File: src/rtl/load_store_unit.sv
// load_store_unit
//
// Execute-stage load/store address unit for the RV32I pipeline. Computes the
// effective address rs1 + imm for memory ops and decodes access size,
// signedness, byte lanes and alignment. The decode is presented
// combinationally and also captured into a registered EX/MEM bundle.
//
// Ports:
//   clk            rising-edge clock
//   reset          synchronous active-high reset; clears every *_q output
//   rs1, imm       base register value and sign-extended immediate
//   aluSelect      6-bit operation code from decode
//   enable         1: *_q outputs load; 0: *_q outputs hold (stall)
//   address        combinational effective address (0 for non-memory ops)
//   is_load        combinational load decode
//   is_store       combinational store decode
//   byte_en        combinational byte-lane enables
//   misaligned     combinational alignment fault
//   mem_address_q  registered address
//   mem_read_q     registered read strobe (suppressed on a fault)
//   mem_write_q    registered write strobe (suppressed on a fault)
//   mem_byte_en_q  registered byte-lane enables
//   mem_size_q     registered size: 00 byte, 01 half, 10 word
//   mem_unsigned_q registered zero-extend flag (LBU/LHU only)
//   misaligned_q   registered alignment fault
module load_store_unit (
  input  logic        clk,
  input  logic        reset,
  input  logic [31:0] rs1,
  input  logic [31:0] imm,
  input  logic [5:0]  aluSelect,
  input  logic        enable,
  output logic [31:0] address,
  output logic        is_load,
  output logic        is_store,
  output logic [3:0]  byte_en,
  output logic        misaligned,
  output logic [31:0] mem_address_q,
  output logic        mem_read_q,
  output logic        mem_write_q,
  output logic [3:0]  mem_byte_en_q,
  output logic [1:0]  mem_size_q,
  output logic        mem_unsigned_q,
  output logic        misaligned_q
);

  localparam logic [5:0] OpLb  = 6'b001011;
  localparam logic [5:0] OpLh  = 6'b001100;
  localparam logic [5:0] OpLw  = 6'b001101;
  localparam logic [5:0] OpLbu = 6'b001110;
  localparam logic [5:0] OpLhu = 6'b001111;
  localparam logic [5:0] OpSb  = 6'b010000;
  localparam logic [5:0] OpSh  = 6'b010001;
  localparam logic [5:0] OpSw  = 6'b010010;

  localparam logic [1:0] SizeByte = 2'b00;
  localparam logic [1:0] SizeHalf = 2'b01;
  localparam logic [1:0] SizeWord = 2'b10;

  logic        mem_op;
  logic [1:0]  size;
  logic        ld_unsigned;
  logic [31:0] eff_addr;
  logic [1:0]  addr_lo;

  // Opcode decode
  always_comb begin
    mem_op      = 1'b0;
    is_load     = 1'b0;
    is_store    = 1'b0;
    size        = SizeByte;
    ld_unsigned = 1'b0;
    case (aluSelect)
      OpLb:  begin mem_op = 1'b1; is_load  = 1'b1; size = SizeByte; end
      OpLh:  begin mem_op = 1'b1; is_load  = 1'b1; size = SizeHalf; end
      OpLw:  begin mem_op = 1'b1; is_load  = 1'b1; size = SizeWord; end
      OpLbu: begin mem_op = 1'b1; is_load  = 1'b1; size = SizeByte; ld_unsigned = 1'b1; end
      OpLhu: begin mem_op = 1'b1; is_load  = 1'b1; size = SizeHalf; ld_unsigned = 1'b1; end
      OpSb:  begin mem_op = 1'b1; is_store = 1'b1; size = SizeByte; end
      OpSh:  begin mem_op = 1'b1; is_store = 1'b1; size = SizeHalf; end
      OpSw:  begin mem_op = 1'b1; is_store = 1'b1; size = SizeWord; end
      default: ;
    endcase
  end

  // Effective address; carry out is deliberately dropped so addresses wrap.
  assign eff_addr = rs1 + imm;
  assign address  = mem_op ? eff_addr : 32'h0;
  assign addr_lo  = address[1:0];

  // Byte lanes and alignment
  always_comb begin
    byte_en    = 4'b0000;
    misaligned = 1'b0;
    if (mem_op) begin
      case (size)
        SizeByte: byte_en = 4'b0001 << addr_lo;
        SizeHalf: begin
          byte_en    = addr_lo[1] ? 4'b1100 : 4'b0011;
          misaligned = addr_lo[0];
        end
        default: begin
          byte_en    = 4'b1111;
          misaligned = (addr_lo != 2'b00);
        end
      endcase
    end
  end

  // EX/MEM bundle. Strobes are gated by the fault so a misaligned access
  // never reaches memory; the fault itself travels on in misaligned_q.
  always_ff @(posedge clk) begin
    if (reset) begin
      mem_address_q  <= 32'h0;
      mem_read_q     <= 1'b0;
      mem_write_q    <= 1'b0;
      mem_byte_en_q  <= 4'b0000;
      mem_size_q     <= 2'b00;
      mem_unsigned_q <= 1'b0;
      misaligned_q   <= 1'b0;
    end else if (enable) begin
      mem_address_q  <= address;
      mem_read_q     <= is_load & ~misaligned;
      mem_write_q    <= is_store & ~misaligned;
      mem_byte_en_q  <= byte_en;
      mem_size_q     <= size;
      mem_unsigned_q <= ld_unsigned;
      misaligned_q   <= misaligned;
    end
  end

endmodule

File: config.mk
export PLATFORM = sky130hd
export DESIGN_NAME = load_store_unit
export DESIGN_NICKNAME = d
export VERILOG_FILES = /design/src/rtl/load_store_unit.sv
export SDC_FILE = /design/constraint.sdc
export NUM_CORES = 1
export LEC_CHECK = 0
export ABC_AREA = 1
export CAP_MARGIN = 30
export CORE_ASPECT_RATIO = 1.25
export CORE_MARGIN = 8
export CORE_UTILIZATION = 59
export DETAILED_ROUTE_END_ITERATION = 16
export DONT_BUFFER_PORTS = 1
export PLACE_DENSITY = 0.78
export SLEW_MARGIN = 0
export SYNTH_ARGS = -nofsm -noshare
export SYNTH_HDL_FRONTEND = slang
export SYNTH_SLANG_ARGS = --single-unit
File: constraint.sdc
create_clock -name clk -period 1.7 [get_ports clk]
set_input_delay 0.17 -clock clk [delete_from_list [all_inputs] [get_ports clk]]
set_output_delay 0.17 -clock clk [all_outputs]
set_load 0.01 [all_outputs]
==> flow_summary.ini <==
[die]
pin_count = 154
core_um2 = 6930
initial_core_util = 0.609
die-area_um2 = 10100
fp.dieH_um = 111
rows = 34
die_w_um = 91.6

[grt]
grt_pass1_vias = 4680
grt_max_degree = 45
antenna_found_initial = 0
grt_overflow = 0
grt.total_usage = 0.258
grt_pass1_wl_mm = 21.8

[synth]
synth_edf_count = 0
async_flop_share = 0
ys_seq_elements = 42
ys_types = 31
netlist_area_um2 = 4220
syn_nets = 879
synthCells = 774
synth_common_cells = nand2_1, inv_1, nor2_1
synth_most_common_cell = nand2_1
ys_warn_count = 0
avgSynthCellArea_um2 = 5.45
ys.flop_type = dfxtp_1
synth_top_area_share = 0.234
yosysTopAreaCell = nand2_1
ys_top_cells_by_area = nand2_1, dfxtp_1, inv_1, ha_1, a21oi_1
seq_area_frac_synth = 0.199

[timing]
rsz0062_at_grt = true
max-slew-margin-rel = 0.748
slew_viol_final = 0
setup_ws_ns = -0.0614
worst_pin_slew_ns = 0.377
finalHoldViolCount = 0
timing.hold.ws_ns = 0.0249
max_freq_mhz = 568
setup_viol = 5
skew_ns = 0
fin_crit_sh = 1.04
period_minus_slack_ns = 1.76

[route]
ant_nets = 0
num_vias = 4917
routed_wirelength_mm = 14.7
drt_iter0_markers = 342
dr.pass1.iters = 5
drt-wirelength-per-cell_um = 16.3
routed_via_density = 5.46
drcViolationCount = 0

[setup_path]
worst-path-max-fanout = 4
worst-setup-path-type = in2out
start_kind = primary input
crit_required_ns = 1.53
r2r_setup_slack_ns = 0.95
endpoint_kind = output pin
arrival_ns = 1.59

[final_layout]
syn_to_final_growth_pct = 23.5
ff_latch_area_um2 = 841
antennaDiodeCount = 0
drive_gt1_frac = 0.233
fillers = 584
nNetsFinal = 915
multi_input_area_um2 = 3170
fin_util = 0.751

[pwr]
p_leak_nw = 2.95
vdd_drop_max_uv = 586
power.density_nw_per_um2 = 605
p_total_w = 0.00315

[hold_path]
hold_path.class = in2reg

[clock_network]
clock_path_buffers = 2
cts_tree = yes
clock_sinks = 42
clock_latency_ns = 0.29
cts.root.buffer_cell = clkbuf_8
cts_buffers = 5
h-tree-depth = 2
clk_pin_slew_ns = 0.08

[status]
violations = negative setup slack
status = complete, but fails checks

[placement]
numPortBuffers = 0
gp_congestion = 0.937
place_hpwl_mm = 11.1

[job]
drv_cap = 0
-- cells in the final DEF, fill, tap and decap left out, types with 5 or more instances in the layout --
cell type and count:
nand2_1 237, inv_1 142, nor2_1 54, a21oi_1 51, dfxtp_1 42, buf_4 40
o21ai_0 36, nand2_2 29, inv_2 28, nand3_1 25, nand3_2 19, ha_4 15
nor2_2 11, nand3b_1 9, a21oi_2 9, ha_2 9, ha_1 7, clkbuf_8 6
nand2_4 5
-- state kept, by name (all words and copies together), names as in the netlist --
register,cells
mem_size_q,2
mem_unsigned_q,1
mem_read_q,1
misaligned_q,1
mem_address_q,32
mem_byte_en_q,4
mem_write_q,1
-- layout make-up --
type / instances / share of cell area
flip-flops and latches: 42 / 0.161
well taps: 90 / 0.0216
inverters: 172 / 0.125
multi-input cells: 546 / 0.608
clock buffers: 6 / 0.0159
clock inverters: 2 / 0.00240
repair buffers: 43 / 0.0656
-- worst max-delay path, cell delays in order --
cell,delay [ns]
ha_4,0.12
inv_2,0.03
fa_2,0.34
inv_2,0.09
nand3_2,0.09
nand3_4,0.10
nand2_4,0.06
nand2_4,0.08
nor2_2,0.03
or3_4,0.38
inv_4,0.07
-- per-stage QoR --
step                worst slack [ns]  cells  TNS (ns)  area, µm²
floorplan                     0.0114    774         0       4220
global placement              -0.109    889     -1.29       4560
detailed placement            -0.128    889     -1.94       4560
CTS                          -0.0347    899   -0.0588       4860
global route                  -0.130    901     -1.37       5210
finish                       -0.0614    901    -0.119       5210
-- path summary, 6_finish.rpt --
| kind | from | end | cells after the start |
|---|---|---|---|
| setup / recovery | imm[0] | address[8] | 11 |
| hold / removal | enable | mem_size_q[0]$_SDFFE_PP0P_ | 2 |
| setup reg to reg | mem_address_q[21]$_SDFFE_PP0P_ | mem_address_q[21]$_SDFFE_PP0P_ | 2 |
| hold reg to reg | mem_write_q$_SDFFE_PP0P_ | mem_write_q$_SDFFE_PP0P_ | 2 |
-- timing repair --
action | CTS | global route
pin swaps | 7 | 22
endpoints found under the setup margin | 24 | 27
resized for setup | 52 | 80
hold buffers | 2 | 0
setup buffers | 0 | 2
endpoints found under the hold margin | 39 | 0
-- metal layers --
metal	routed length (µm)	global-route usage
met5	0	0
met4	894	0.142
met3	918	0.0467
met2	7660	0.485
met1	5220	0.255
-- kinds of logic after synthesis --
kind of cell,count (synthesis),synth area share
AND/OR/NAND/NOR,407,0.401
buffers and inverters,186,0.170
AO/OA/AOI/OAI,106,0.131
flip-flops,42,0.199
adder cells (fa/ha/maj),32,0.0966
XOR/XNOR,1,0.00208
-- power breakdown --
part	switching [W]	internal, W
clock network	0.000366	0.000327
logic	0.000825	0.000532
registers	0.0000645	0.00104
Power figures use the tool's default switching activity.
